## src/rtl/peak_search.sv

```systemverilog
// Scans sizeN 128-bit results in SRAM and reports the largest real part, its index,
// and whether it exceeds a latched threshold. Read-only on SRAM; one peak per run.
module peak_search #(
   parameter int unsigned sizeN = 64
) (
   input  logic        clk,
   input  logic        reset,
   input  logic        enable,
   output logic        busy,
   output logic        ready,
   input  logic [17:0] sramStartAddr,
   input  logic [63:0] threshold,
   input  logic [15:0] sramDataRead,
   output logic [17:0] sramAddr,
   output logic        sramOutEnable,
   output logic        sramWriteEnable,
   output logic [7:0]  peakIndex,
   output logic [63:0] peakValue,
   output logic        detected,
   output logic [7:0]  debug
);

   localparam logic [2:0] StIdle    = 3'd0;
   localparam logic [2:0] StSetup   = 3'd1;
   localparam logic [2:0] StAddr    = 3'd2;
   localparam logic [2:0] StWait    = 3'd3;
   localparam logic [2:0] StCapture = 3'd4;
   localparam logic [2:0] StCompare = 3'd5;
   localparam logic [2:0] StDone    = 3'd6;

   localparam logic [7:0] LastIdx = 8'(sizeN - 1);

   logic [2:0]  state_q, state_d;
   logic [7:0]  idx_q, idx_d;
   logic [2:0]  word_q, word_d;
   logic [17:0] base_q, base_d;
   logic [63:0] thr_q, thr_d;
   logic [63:0] cand_q, cand_d;
   logic [63:0] best_q, best_d;
   logic [7:0]  best_idx_q, best_idx_d;
   logic        busy_q, busy_d;
   logic        ready_q, ready_d;
   logic [17:0] addr_q, addr_d;
   logic        oe_q, oe_d;
   logic [7:0]  peak_idx_q, peak_idx_d;
   logic [63:0] peak_val_q, peak_val_d;
   logic        det_q, det_d;

   // Element i occupies 8 words; the sum wraps naturally at 18 bits.
   function automatic logic [17:0] elem_addr(input logic [17:0] base, input logic [7:0] i,
                                             input logic [2:0] w);
      return base + {7'd0, i, 3'd0} + {15'd0, w};
   endfunction

   always_comb begin
      state_d    = state_q;
      idx_d      = idx_q;
      word_d     = word_q;
      base_d     = base_q;
      thr_d      = thr_q;
      cand_d     = cand_q;
      best_d     = best_q;
      best_idx_d = best_idx_q;
      busy_d     = busy_q;
      ready_d    = ready_q;
      addr_d     = addr_q;
      oe_d       = oe_q;
      peak_idx_d = peak_idx_q;
      peak_val_d = peak_val_q;
      det_d      = det_q;
      case (state_q)
         StIdle: begin
            if (enable) begin
               state_d = StSetup;
               busy_d  = 1'b1;
               ready_d = 1'b0;
               base_d  = sramStartAddr;
               thr_d   = threshold;
            end
         end
         StSetup: begin
            idx_d   = 8'd0;
            word_d  = 3'd4;
            oe_d    = 1'b0;
            addr_d  = elem_addr(base_q, 8'd0, 3'd4);
            state_d = StAddr;
         end
         StAddr:  state_d = StWait;
         StWait:  state_d = StCapture;
         StCapture: begin
            cand_d = {sramDataRead, cand_q[63:16]};
            if (word_q == 3'd7) begin
               state_d = StCompare;
               if (idx_q == LastIdx) oe_d = 1'b1;
            end else begin
               word_d  = word_q + 3'd1;
               addr_d  = elem_addr(base_q, idx_q, word_q + 3'd1);
               state_d = StAddr;
            end
         end
         StCompare: begin
            // Strictly greater only, so the lowest index wins a tie.
            if ((idx_q == 8'd0) || (cand_q > best_q)) begin
               best_d     = cand_q;
               best_idx_d = idx_q;
            end
            if (idx_q == LastIdx) begin
               state_d = StDone;
            end else begin
               idx_d   = idx_q + 8'd1;
               word_d  = 3'd4;
               addr_d  = elem_addr(base_q, idx_q + 8'd1, 3'd4);
               state_d = StAddr;
            end
         end
         StDone: begin
            peak_val_d = best_q;
            peak_idx_d = best_idx_q;
            det_d      = best_q > thr_q;
            busy_d     = 1'b0;
            ready_d    = 1'b1;
            oe_d       = 1'b1;
            state_d    = StIdle;
         end
         default: state_d = StIdle;
      endcase
   end

   always_ff @(posedge clk) begin
      if (reset) begin
         state_q    <= StIdle;
         idx_q      <= 8'd0;
         word_q     <= 3'd4;
         base_q     <= 18'd0;
         thr_q      <= 64'd0;
         cand_q     <= 64'd0;
         best_q     <= 64'd0;
         best_idx_q <= 8'd0;
         busy_q     <= 1'b0;
         ready_q    <= 1'b0;
         addr_q     <= 18'd0;
         oe_q       <= 1'b1;
         peak_idx_q <= 8'd0;
         peak_val_q <= 64'd0;
         det_q      <= 1'b0;
      end else begin
         state_q    <= state_d;
         idx_q      <= idx_d;
         word_q     <= word_d;
         base_q     <= base_d;
         thr_q      <= thr_d;
         cand_q     <= cand_d;
         best_q     <= best_d;
         best_idx_q <= best_idx_d;
         busy_q     <= busy_d;
         ready_q    <= ready_d;
         addr_q     <= addr_d;
         oe_q       <= oe_d;
         peak_idx_q <= peak_idx_d;
         peak_val_q <= peak_val_d;
         det_q      <= det_d;
      end
   end

   assign busy            = busy_q;
   assign ready           = ready_q;
   assign sramAddr        = addr_q;
   assign sramOutEnable   = oe_q;
   assign sramWriteEnable = 1'b1;
   assign peakIndex       = peak_idx_q;
   assign peakValue       = peak_val_q;
   assign detected        = det_q;
   assign debug           = {5'd0, state_q};

endmodule

```

## config.mk

```make
export PLATFORM = sky130hd
export DESIGN_NAME = peak_search
export DESIGN_NICKNAME = d
export VERILOG_FILES = /design/src/rtl/peak_search.sv
export SDC_FILE = /design/constraint.sdc
export NUM_CORES = 1
export LEC_CHECK = 0
export ABC_AREA = 0
export BUFFER_PORTS_ARGS = -buffer_cell sky130_fd_sc_hd__buf_4
export CORE_UTILIZATION = 41
export CTS_CLUSTER_DIAMETER = 60
export DETAILED_ROUTE_END_ITERATION = 12
export REMOVE_ABC_BUFFERS = 1
export SKIP_LAST_GASP = 1
export SYNTH_ARGS = -nofsm -noshare
export SYNTH_HDL_FRONTEND = slang
export SYNTH_SLANG_ARGS = --single-unit
```

## constraint.sdc

```tcl
create_clock -name clk -period 3.45 [get_ports clk]
set_input_delay 0.345 -clock clk [delete_from_list [all_inputs] [get_ports clk]]
set_output_delay 0.345 -clock clk [all_outputs]
set_load 0.02 [all_outputs]
```

# ---- After elaboration in Yosys (flattened, before gate mapping)
# Index checks and enable logic that the tools add are counted.
dict set report classes {
  reduce_logical 13
  n_eq_ne 13
  mux 19
  n_addsub 7
  n_lt_le_gt_ge 2
}
# cell count
set ops {}
lappend ops {{64-bit greater-than comparator} 2}
lappend ops {{18-bit one-hot mux with 3 select lines} 1}
lappend ops {{18-bit by 11-bit adder with 18-bit output} 2}
lappend ops {{18-bit by 3-bit adder with 18-bit output (second input constant)} 2}
lappend ops {{18-bit two-way mux} 2}
lappend ops {{18-bit by 3-bit adder with 18-bit output} 1}
lappend ops {{3-bit one-hot mux with 6 select lines} 1}
lappend ops {{8-bit one-hot mux with 2 select lines} 1}
lappend ops {{3-bit two-way mux} 5}
lappend ops {{3-bit equality test (second input constant)} 4}
lappend ops {{2-bit inequality test (second input constant)} 5}
lappend ops {{3-bit one-hot mux with 3 select lines} 1}
lappend ops {{8-bit by 1-bit adder with 8-bit output (second input constant)} 1}
lappend ops {{8-bit by 6-bit equality test with 1-bit output (second input constant)} 1}
lappend ops {{8-bit logical NOT} 1}
lappend ops {{8-bit two-way mux} 1}
lappend ops {{2-bit AND reduction} 4}
lappend ops {{3-bit by 2-bit equality test with 1-bit output (second input constant)} 2}
lappend ops {{3-bit AND reduction} 2}
lappend ops {{3-bit nonzero test} 2}
lappend ops {{1-bit two-way mux} 4}
lappend ops {{1-bit one-hot mux with 2 select lines} 2}
lappend ops {{2-bit nonzero test} 2}
lappend ops {{3-bit by 1-bit adder with 3-bit output (second input constant)} 1}
lappend ops {{other kinds (4)} 4}
dict set report totals {
  ff_bits 326
  in_bits 101
  out_inout_bits 103
}

# ---- Logic depth before layout (Yosys ltp)
# Gate-level depths: netlist of the first run.
dict set report depth {
  word_depth 5
  depth_mapped 11
  depth_no_buf 11
}

# ---- Least setup slack after synthesis of the first run
# No wires, ideal clock.
dict set report synth_timing {
  path_type {reg2reg}
  startpoint {register idx_q[0]}
  endpoint {register addr_q[11] (netlist: sramAddr[11])}
  path_buffers 0
  arrival_time_ns 2.727
  period_less_slack_ns 2.849
  stages_incl_launch_ff 12
  required_time_ns 3.328
  path_slack_ns 0.601
  path_cell_list {dfxtp_1 ha_1 nand3_1 nor2_1 xor2_1 ha_1 and3_1 a21oi_1 nand3_2 a221oi_1 nor4_1 a311o_1}
}
dict set report synth_via {
  elab_chain_len 5
  elab_cells_between_ends 11
  cone_classes {add/sub (5); eq/ne (2); mux (3); reduce/logical (1)}
}
# item line
set synth_lines {}
lappend synth_lines {{start: declaration} 34} ;# logic [7:0] idx_q, idx_d;
lappend synth_lines {{start signal: assignment} 148} ;# idx_q <= idx_d;
lappend synth_lines {{8-bit by 1-bit adder with 8-bit output} 112} ;# addr_d = elem_addr(base_q, idx_q + 8'd1, 3'd4);
lappend synth_lines {{18-bit by 11-bit adder with 18-bit output} 52} ;# return base + {7'd0, i, 3'd0} + {15'd0, w};
lappend synth_lines {{18-bit by 3-bit adder with 18-bit output} 52}
lappend synth_lines {{18-bit two-way mux} 107} ;# if (idx_q == LastIdx) begin
lappend synth_lines {{18-bit one-hot mux with 3 select lines} 71} ;# case (state_q)
lappend synth_lines {{end signal: assignment} 157} ;# addr_q <= addr_d;
lappend synth_lines {{end: declaration} 43} ;# logic [17:0] addr_q, addr_d;
# Parallel ways exist; a longest one is shown, timed or not. The select of a mux whose other input is x is not followed.
# A chain may end at the register's enable or synchronous reset.

# ---- Worst setup path after layout of the first run
dict set report layout_timing {
  startpoint {register idx_q[1]}
  endpoint {register addr_q[11] (netlist: sramAddr[11])}
}
# The elaborated chain is that of the path after synthesis.

==> results.yml, run 1 <==
timing:
  tns_ns: 0
  worst_slew_pin_slew_ns: 0.933
  relSlewSlack_pct: 37.6
  whs_ns: 0.0336
  fin_worst_skew_ns: 0.0137
  fin_crit_sh_pct: 89.9
  maxSlewViolCount: 0
  max_freq_mhz: 322
  report.final.setup_viol: 0
  post-route-min-period_ns: 3.10
  rsz0062_at_grt: "false"
  setup_ws_ns: 0.348
  hold_viol_final: 0
floorplan:
  initial_utilization_pct: 41.9
  dieArea_sq_mm: 0.0417
  die_h_microns: 204
  die_width_microns: 204
  core_sq_mm: 0.0400
  pin_count: 204
  rows: 73
drt:
  met2_length_microns: 21500
  wl_per_cell_microns: 16.6
  highest_layer: "met4"
  vias: 14800
  drt_wl_total_microns: 47000
  drtIter0Drc: 867
  route.detailed.drc: 0
  drt-met1-wl_microns: 21900
  vias_per_cell: 5.21
  wl_met3_microns: 2210
  antenna_left: 0
  dr.pass1.iters: 5
finish:
  finalInstanceArea_sq_mm: 0.0199
  register_area_sq_mm: 0.00653
  syn_to_final_growth_pct: 18.6
  fillers: 3949
  fin_cells: 2835
  multi_input_area_sq_mm: 0.00908
  mostFrequentLayoutCell: "nand2_1"
  drive_gt1_share_pct: 12.7
  most-common-layout-cells: "nand2_1 (637), dfxtp_1 (325), a21oi_1 (297)"
  antenna_cells: 0
  nNetsFinal: 2538
clock_tree:
  insertion_delay_ns: 0.56
  clockBufferDepth: 3
  clk_pin_slew_worst_paths_ns: 0.06
  postCtsHoldBufs: 0
  cts_setup_buffers: 0
  cts_max_level: 2
  cts_tree: "built"
  clkSinkCount: 326
  cts_made_buffers: 39
  cts_root_buf: "clkbuf_16"
pwr:
  vdd_drop_max_mv: 0.318
  p_leak_nw: 7.72
  power-per-cell-area_mw_per_mm2: 451
place:
  hpwlAfterDp_microns: 32900
  place_ws_ns: 0.270
  dpl_cell_area_sq_mm: 0.0185
  place_congestion: 0.878
  io_buffers: 197
  dp_cells: 2767
status:
  outcome: "completed"
worst_setup_path:
  critPathMaxFanout: 6
  worstPathRequired_ns: 3.90
  worstSetupEndpointType: "flop"
  critPathKind: "flop to flop"
  cp-start-kind: "flop"
  critPathArrivalTime_ns: 3.55
synth:
  syn-instance-count: 2146
  yosysUniqueCellTypes: 71
  synth_top_area_cell: "dfxtp_1"
  ys_seq_elements: 326
  synth_seq_area_share_pct: 39.0
  synth_area_leaders: "dfxtp_1 (39%), nand2_1 (14%), ha_1 (11%)"
  yosys_warnings: 0
  synth_ff_type: "dfxtp_1"
  synth_top_area_share_pct: 39.0
  netlist_area_sq_mm: 0.0167
  async_reset_ff_share_pct: 0
  synth_edf_count: 0
  avgSynthCellArea_sq_um: 7.80
global_route:
  antenna_found_initial: 0
  grt_max_degree: 188
  track_usage_pct: 22.7
  grt_pass1_wl_microns: 75500
  grt_pass1_vias: 14500
  grt.overflow.total: 0
hold_path:
  hp-class: "input pin to flop"
run:
  maxCapViolCount: 0
## sequential cells by signal (all words and copies together) (netlist names), 8 cells and up
name	count
best_q	64
cand_q	64
peakValue	64
thr_q	64
base_q	18
sramAddr	18
best_idx_q	8
idx_q	8
peakIndex	8
## logic make-up (layout without fill, tap and decap cells)
family,count (synthesis),count (layout),synth area share (%)
XOR/XNOR,32,32,1.67
flip-flops,326,326,39.0
adder cells (fa/ha/maj),154,154,11.6
multiplexers,75,75,4.49
AND/OR/NAND/NOR,831,831,20.7
buffers and inverters,277,437,7.10
other,2,6,0.0448
AO/OA/AOI/OAI,449,449,15.4
## report_power, final
part	switching, mW	total (mW)	internal (mW)	leakage (nW)
logic	0.486	0.784	0.298	4.44
clock network	1.63	4.21	2.59	0.643
registers	0.0892	3.95	3.86	2.64
## per-stage QoR
step / util, % / power [mW]
after CTS: 49.6 / 9.05
after global routing: 49.6 / 9.28
after floorplan: - / 4.45
final: 49.6 / 8.95
after detailed placement: 46.3 / 4.81
after global placement: 46.3 / 4.80
## area by class of cell
cell class                 instances  area share [%]
timing repair buffer             219            8.62
inverter                         150            2.85
clock buffer                      59            5.96
multi-input combinational       1547            45.7
sequential                       326            32.9
clock inverter                     9           0.655
tap                              525            3.31
## Yosys cell counts (all sizes together) (16+ instances only)
| cell | number |
|---|---|
| a21oi | 297 |
| buf | 21 |
| clkbuf | 106 |
| dfxtp | 326 |
| ha | 152 |
| inv | 149 |
| mux2i | 74 |
| nand2 | 637 |
| nand3 | 26 |
| nand4 | 26 |
| nor2 | 55 |
| nor3 | 25 |
| o21ai | 45 |
| xnor2 | 16 |
| xor2 | 16 |
## worst paths after layout
check	start	end	slack, ns	depth (start not counted)
setup / recovery	idx_q[1]	sramAddr[11]	0.35	11
hold / removal	sramStartAddr[2]	base_q[2]	0.03	3
setup reg to reg	idx_q[1]	sramAddr[11]	0.35	11
hold reg to reg	peakValue[27]	peakValue[27]	0.45	2
## layer usage
layer	track usage, %	up-vias
li1	-	7473
met1	29.7	6919
met2	37.3	294
met3	4.32	82
met4	7.60	0
met5	0	-
## critical path: stages (launching register included)
cell      delay (ns)
dfxtp_1         0.43
ha_1            0.27
nand3_1         0.25
nor2_2          0.23
xor2_1          0.17
ha_1            0.30
and3_1          0.21
a21oi_1         0.20
nand3_2         0.15
a221oi_1        0.36
nor4_1          0.09
a311o_1         0.34
## timing repair
item	in CTS	in global routing
endpoints found under the hold margin	0	0
gates resized for setup	0	2
setup endpoints to repair	0	2
No activity file was read; power rests on OpenSTA's default activity.
==> run 2: changes to the inputs <==
--- a/config.mk
+++ b/config.mk
@@ -7,9 +7,10 @@
 export LEC_CHECK = 0
 export ABC_AREA = 0
 export BUFFER_PORTS_ARGS = -buffer_cell sky130_fd_sc_hd__buf_4
-export CORE_UTILIZATION = 41
+export CORE_UTILIZATION = 59
 export CTS_CLUSTER_DIAMETER = 60
 export DETAILED_ROUTE_END_ITERATION = 12
+export PLACE_DENSITY = 0.81
 export REMOVE_ABC_BUFFERS = 1
 export SKIP_LAST_GASP = 1
 export SYNTH_ARGS = -nofsm -noshare
==> run 2 against run 1 <==
Sequential share of layout area increased by 0.53 points. Worst hold slack improved by 0.033 ns. Total power decreased by 3.5%. Highest routed layer unchanged.
==> results.yml, run 2 (synthesis results as in run 1) <==
worst_setup_path:
  reg2reg_from: "word_q[0]"
  reg2reg_slack_ns: 0.25
  max_stage_delay_ns: 0.61
  worstPathRequired_ns: 3.85
  cp-start-kind: "flop"
  slowest_stage: "a211oi_1"
  critPathArrivalTime_ns: 3.59
  path_common_cell: "ha_1"
  reg2reg_depth: 10
  worstSetupEndpointType: "flop"
  critPathMaxFanout: 4
  path_cells: "ha_1 -> ha_1 -> ha_1 -> nor2b_1 -> o311ai_0 -> a211oi_1 -> o21ai_0 -> xnor2_1 -> a221oi_1 -> a21oi_1"
  r2r_end: "sramAddr[14]"
  critPathKind: "flop to flop"
timing:
  fin_worst_skew_ns: 0.0157
  report.final.setup_viol: 0
  post-route-min-period_ns: 3.20
  relSlewSlack_pct: 30.2
  setup_ws_ns: 0.254
  maxSlewViolCount: 0
  max_freq_mhz: 313
  tns_ns: 0
  hold_viol_final: 0
  whs_ns: 0.0663
  worst_slew_pin_slew_ns: 1.05
  fin_crit_sh_pct: 92.7
  rsz0062_at_grt: "false"
drt:
  dr.pass1.iters: 6
  antenna_left: 0
  vias_per_cell: 5.66
  wl_per_cell_microns: 16.6
  route.detailed.drc: 0
  vias: 15200
  drt_wl_total_microns: 44500
  drtIter0Drc: 1246
floorplan:
  die_width_microns: 170
  dieArea_sq_mm: 0.0291
  rows: 61
  pin_count: 204
  die_h_microns: 170
  core_sq_mm: 0.0279
  initial_utilization_pct: 60.1
place:
  place_ws_ns: 0.267
  dpl_cell_area_sq_mm: 0.0183
  io_buffers: 197
  place_congestion: 0.900
  hpwlAfterDp_microns: 31000
pwr:
  p_int_mw: 6.51
  pwr-share-seq_pct: 45.7
  comb_power_share_pct: 9.0
  p_leak_nw: 7.66
  total_power_mw: 8.63
  vdd_drop_max_mv: 0.409
  p_switching_mw: 2.13
  power-per-cell-area_mw_per_mm2: 442
  clockPowerShare_pct: 45.3
  p_sw_share_pct: 24.7
global_route:
  grt_pass1_wl_microns: 71200
  track_usage_pct: 30.6
  grt.overflow.total: 0
  antenna_found_initial: 0
  grt_max_degree: 188
  grt_pass1_vias: 14300
clock_tree:
  clk_pin_slew_worst_paths_ns: 0.06
  postCtsHoldBufs: 0
  cts_tree: "built"
  cts_max_level: 2
  clockBufferDepth: 3
  insertion_delay_ns: 0.52
  ctsResizeCount: 0
  clkSinkCount: 326
  cts_setup_buffers: 0
  cts_made_buffers: 36
  cts_root_buf: "clkbuf_16"
finish:
  syn_to_final_growth_pct: 16.7
  antenna_cells: 0
  drive_gt1_share_pct: 12.5
  nNetsFinal: 2536
  finalInstanceArea_sq_mm: 0.0195
  fillers: 2292
  most-common-layout-cells: "nand2_1 (637), dfxtp_1 (326), a21oi_1 (297)"
  mostFrequentLayoutCell: "nand2_1"
hold_path:
  hp-class: "input pin to flop"
  hold_end: "thr_q[36]"
  hold_start: "threshold[36]"
  hold_path_depth: 3
run:
  maxCapViolCount: 0
status:
  outcome: "completed"
## run 2: changes by cell type in the layout (fill, tap and decap cells not counted), moves of 2 or more
cell	before	now
buf_4	213	215
clkbuf_1	9	5
clkbuf_16	41	36
clkbuf_8	9	6
clkinv_4	2	0
inv_6	0	2
## run 2: worst max-delay path by stage
stage | startpoint | slack, ns | endpoint | depth (start not counted)
final | word_q[0] | 0.25 | sramAddr[14] | 10
after global routing | idx_q[1] | 0.03 | sramAddr[11] | 11
after floorplan | state_q[0] | -3.85 | base_q[0] | 3
after CTS | word_q[0] | 0.25 | sramAddr[16] | 10
after global placement | word_q[0] | 0.38 | sramAddr[14] | 10
after detailed placement | word_q[0] | 0.27 | sramAddr[16] | 10
## run 2: through the flow
step                      utilization (%)  cells
after floorplan                         -   2023
after global placement               65.8   2621
after detailed placement             65.8   2621
after CTS                            70.1   2681
after global routing                 70.1   2681
final                                70.1   2681
## run 2: worst max-delay path: cells and delay by family (launching register included)
kind / cells / cell delay [ns]
xor gates and xnor gates: 1 / 0.17
adders and majority gates: 3 / 0.84
DFF: 1 / 0.34
AOI/OAI and AO/OA: 5 / 1.44
and+or+nand+nor: 1 / 0.29
## run 2: routing by layer
metal	global-route usage (%)	vias up	wire length, microns
li1	-	7460	-
met1	39.5	7093	19300
met3	5.19	101	3080
met2	51.1	516	20700
met4	11.6	0	1430
met5	0	-	0
## run 2: final cells by class
type	count	area, sq um	area share (%)
Timing Repair Buffer	220	1710	8.73
Clock inverter	13	189	0.967
Multi-Input combinational cell	1547	9070	46.4
Inverter	150	566	2.90
Sequential cell	326	6530	33.4
Clock buffer	47	1000	5.13
Tap cell	378	473	2.42
## run 2: power by group through the flow
| stage | Clock, mW | Combinational, mW | Sequential, mW |
|---|---|---|---|
| 5_1_grt | 4.10 | 0.857 | 3.96 |
| 6_report | 3.91 | 0.775 | 3.95 |
| 4_1_cts | 3.95 | 0.772 | 3.95 |
| 2_1_floorplan | 0 | 0.422 | 4.03 |
| 3_5_place_dp | 0 | 0.767 | 4.03 |
| 3_3_place_gp | 0 | 0.747 | 4.02 |
==> run 3: changes to the inputs <==
--- a/config.mk
+++ b/config.mk
@@ -5,12 +5,15 @@
 export SDC_FILE = /design/constraint.sdc
 export NUM_CORES = 1
 export LEC_CHECK = 0
-export ABC_AREA = 0
+export ABC_AREA = 1
 export BUFFER_PORTS_ARGS = -buffer_cell sky130_fd_sc_hd__buf_4
-export CORE_UTILIZATION = 59
+export CELL_PAD_IN_SITES_DETAIL_PLACEMENT = 1
+export CELL_PAD_IN_SITES_GLOBAL_PLACEMENT = 1
+export CORE_MARGIN = 2
+export CORE_UTILIZATION = 43
 export CTS_CLUSTER_DIAMETER = 60
 export DETAILED_ROUTE_END_ITERATION = 12
-export PLACE_DENSITY = 0.81
+export PLACE_DENSITY_LB_ADDON = 0.1
 export REMOVE_ABC_BUFFERS = 1
 export SKIP_LAST_GASP = 1
 export SYNTH_ARGS = -nofsm -noshare
==> run 3 against run 2 <==
Sequential power grew 3%. Die area up 39%. Cell area is 0.82% higher. Setup slack improved by 0.22 ns. Critical path depth up 7. Critical path type unchanged. Largest cell class unchanged. Total power increased by 10%. Synthesized cell count is 5.9% higher. Clock skew increased by 0.0061 ns. Fmax is 7.5% higher.
==> results.yml, run 3 <==
drt:
  route.detailed.drc: 0
  dr.pass1.iters: 4
  antenna_left: 0
  drtIter0Drc: 706
  vias: 15700
  vias_per_cell: 5.31
  wl_per_cell_microns: 17.3
  drt_wl_total_microns: 51100
finish:
  mostFrequentLayoutCell: "a21oi_1"
  postLayoutCoreUtil_pct: 51.1
  fin_cells: 2951
  syn_to_final_growth_pct: 17.7
  most-common-layout-cells: "a21oi_1 (387), dfxtp_1 (326), inv_1 (294)"
  nNetsFinal: 2661
  antenna_cells: 0
  drive_gt1_share_pct: 12.6
timing:
  tns_ns: 0
  maxSlewViolCount: 0
  whs_ns: 0.0667
  setup_ws_ns: 0.476
  worst_slew_pin_slew_ns: 0.926
  fin_crit_sh_pct: 86.2
  max_freq_mhz: 336
  hold_viol_final: 0
  fin_worst_skew_ns: 0.0217
  relSlewSlack_pct: 38.3
  rsz0062_at_grt: "false"
  report.final.setup_viol: 0
  post-route-min-period_ns: 2.97
global_route:
  grt.overflow.total: 0
  grt_pass1_wl_microns: 83300
  grt_pass1_vias: 16100
  grt_max_degree: 115
  antenna_found_initial: 0
  track_usage_pct: 25.1
synth:
  yosys_warnings: 0
  synth_top_area_cell: "dfxtp_1"
  syn-instance-count: 2272
  synth_area_leaders: "dfxtp_1 (39%), a21oi_1 (12%), ha_1 (11%)"
  synth_top_area_share_pct: 39.0
  synth_ff_type: "dfxtp_1"
  async_reset_ff_share_pct: 0
  yosysUniqueCellTypes: 48
  avgSynthCellArea_sq_um: 7.36
  synth_most_common_cell: "a21oi_1"
  synth_seq_area_share_pct: 39.0
  ys_top_cells_by_count: "a21oi_1 (387), dfxtp_1 (326), inv_1 (295), o21ai_0 (288), nand2_1 (270)"
  netlist_area_sq_mm: 0.0167
  ys_seq_elements: 326
  synth_edf_count: 0
worst_setup_path:
  reg2reg_slack_ns: 0.48
  reg2reg_from: "idx_q[0]"
  critical_path.startpoint: "idx_q[0]"
  critPathArrivalTime_ns: 3.48
  max_stage_delay_ns: 0.45
  worstSetupEndpointType: "flop"
  critPathKind: "flop to flop"
  path_cells: "inv_1 -> nor3_2 -> nand3_1 -> xor2_1 -> inv_1 -> ha_1 -> nand2_1 -> o21a_1 -> o21ai_1 -> nand2_1 -> o21ai_0 -> inv_1 -> o21ai_0 -> nand3_1 -> nand3_1 -> nand2_1 -> inv_1"
  critPathMaxFanout: 6
  path_common_cell: "inv_1"
  slowest_stage: "dfxtp_1"
  cp-start-kind: "flop"
  worstPathRequired_ns: 3.96
clock_tree:
  clk_pin_slew_worst_paths_ns: 0.06
  postCtsHoldBufs: 0
  insertion_delay_ns: 0.56
  clkSinkCount: 326
  clockBufferDepth: 3
  cts_root_buf: "clkbuf_16"
  cts_max_level: 2
  cts_setup_buffers: 0
  cts_made_buffers: 38
  ctsResizeCount: 0
  cts_tree: "built"
floorplan:
  pin_count: 204
  core_sq_mm: 0.0386
  rows: 72
  die_width_microns: 201
  initial_utilization_pct: 43.4
  dieArea_sq_mm: 0.0405
  die_h_microns: 201
hold_path:
  hp-class: "input pin to flop"
  hold_start: "threshold[25]"
place:
  place_ws_ns: 0.251
  dp_cells: 2884
  io_buffers: 197
  place_congestion: 0.866
  hpwlAfterDp_microns: 37200
run:
  maxCapViolCount: 0
status:
  outcome: "completed"
pwr:
  power-per-cell-area_mw_per_mm2: 482
  p_leak_nw: 8.66
  vdd_drop_max_mv: 0.288
run 3: cell type report:
type                    count  area (sq um)
clock buffers              57          1070
inverters                 301          1140
well taps                 518           648
multi-input cells        1519          8490
repair buffers            220          1710
fillers                  4910         18900
flip-flops and latches    326          6530
clock inverters            10           100
run 3: cell families after synthesis:
| family | Yosys count | synth area share [%] |
|---|---|---|
| AND/OR/NAND/NOR | 622 | 15.9 |
| flip-flops | 326 | 39.0 |
| XOR/XNOR | 9 | 0.471 |
| AO/OA/AOI/OAI | 728 | 22.5 |
| adder cells (fa/ha/maj) | 154 | 11.6 |
| other | 2 | 0.0449 |
| buffers and inverters | 431 | 10.4 |
run 3: where the power goes:
part / switching [mW] / internal (mW) / total (mW)
clock: 1.64 / 2.23 / 3.87
sequential: 0.127 / 3.96 / 4.08
combinational: 0.999 / 0.546 / 1.55
total: 2.76 / 6.73 / 9.50
run 3: path summary, 6_finish.rpt:
kind	end	depth (start not counted)
setup reg to reg	sramAddr[17]	17
hold reg to reg	thr_q[5]	2
setup / recovery	sramAddr[17]	17
hold / removal	thr_q[25]	3
run 3: worst max-delay path, delay by kind of cell, from the launching register on:
kind            cells  cell delay (ns)
compound gates      4             0.71
xor+xnor            1             0.15
fa+ha+maj           1             0.39
buf+inv             4             0.36
simple gates        7             0.86
flops               1             0.45
run 3: metal layers:
metal	global-route usage, %	vias up	share of wire [%]	routed length [microns]
li1	-	7834	-	-
met2	42.3	252	47	23900
met1	33.6	7521	48	24300
met3	4.00	74	3.6	1860
met4	6.20	0	2.0	1030
met5	0	-	0	0
run 3: through the flow:
stage               total power, mW  area (sq um)
global route                   9.97         19700
floorplan                      5.10         16100
global placement               5.65         18500
finish                         9.50         19700
CTS                            9.62         19700
detailed placement             5.71         18500
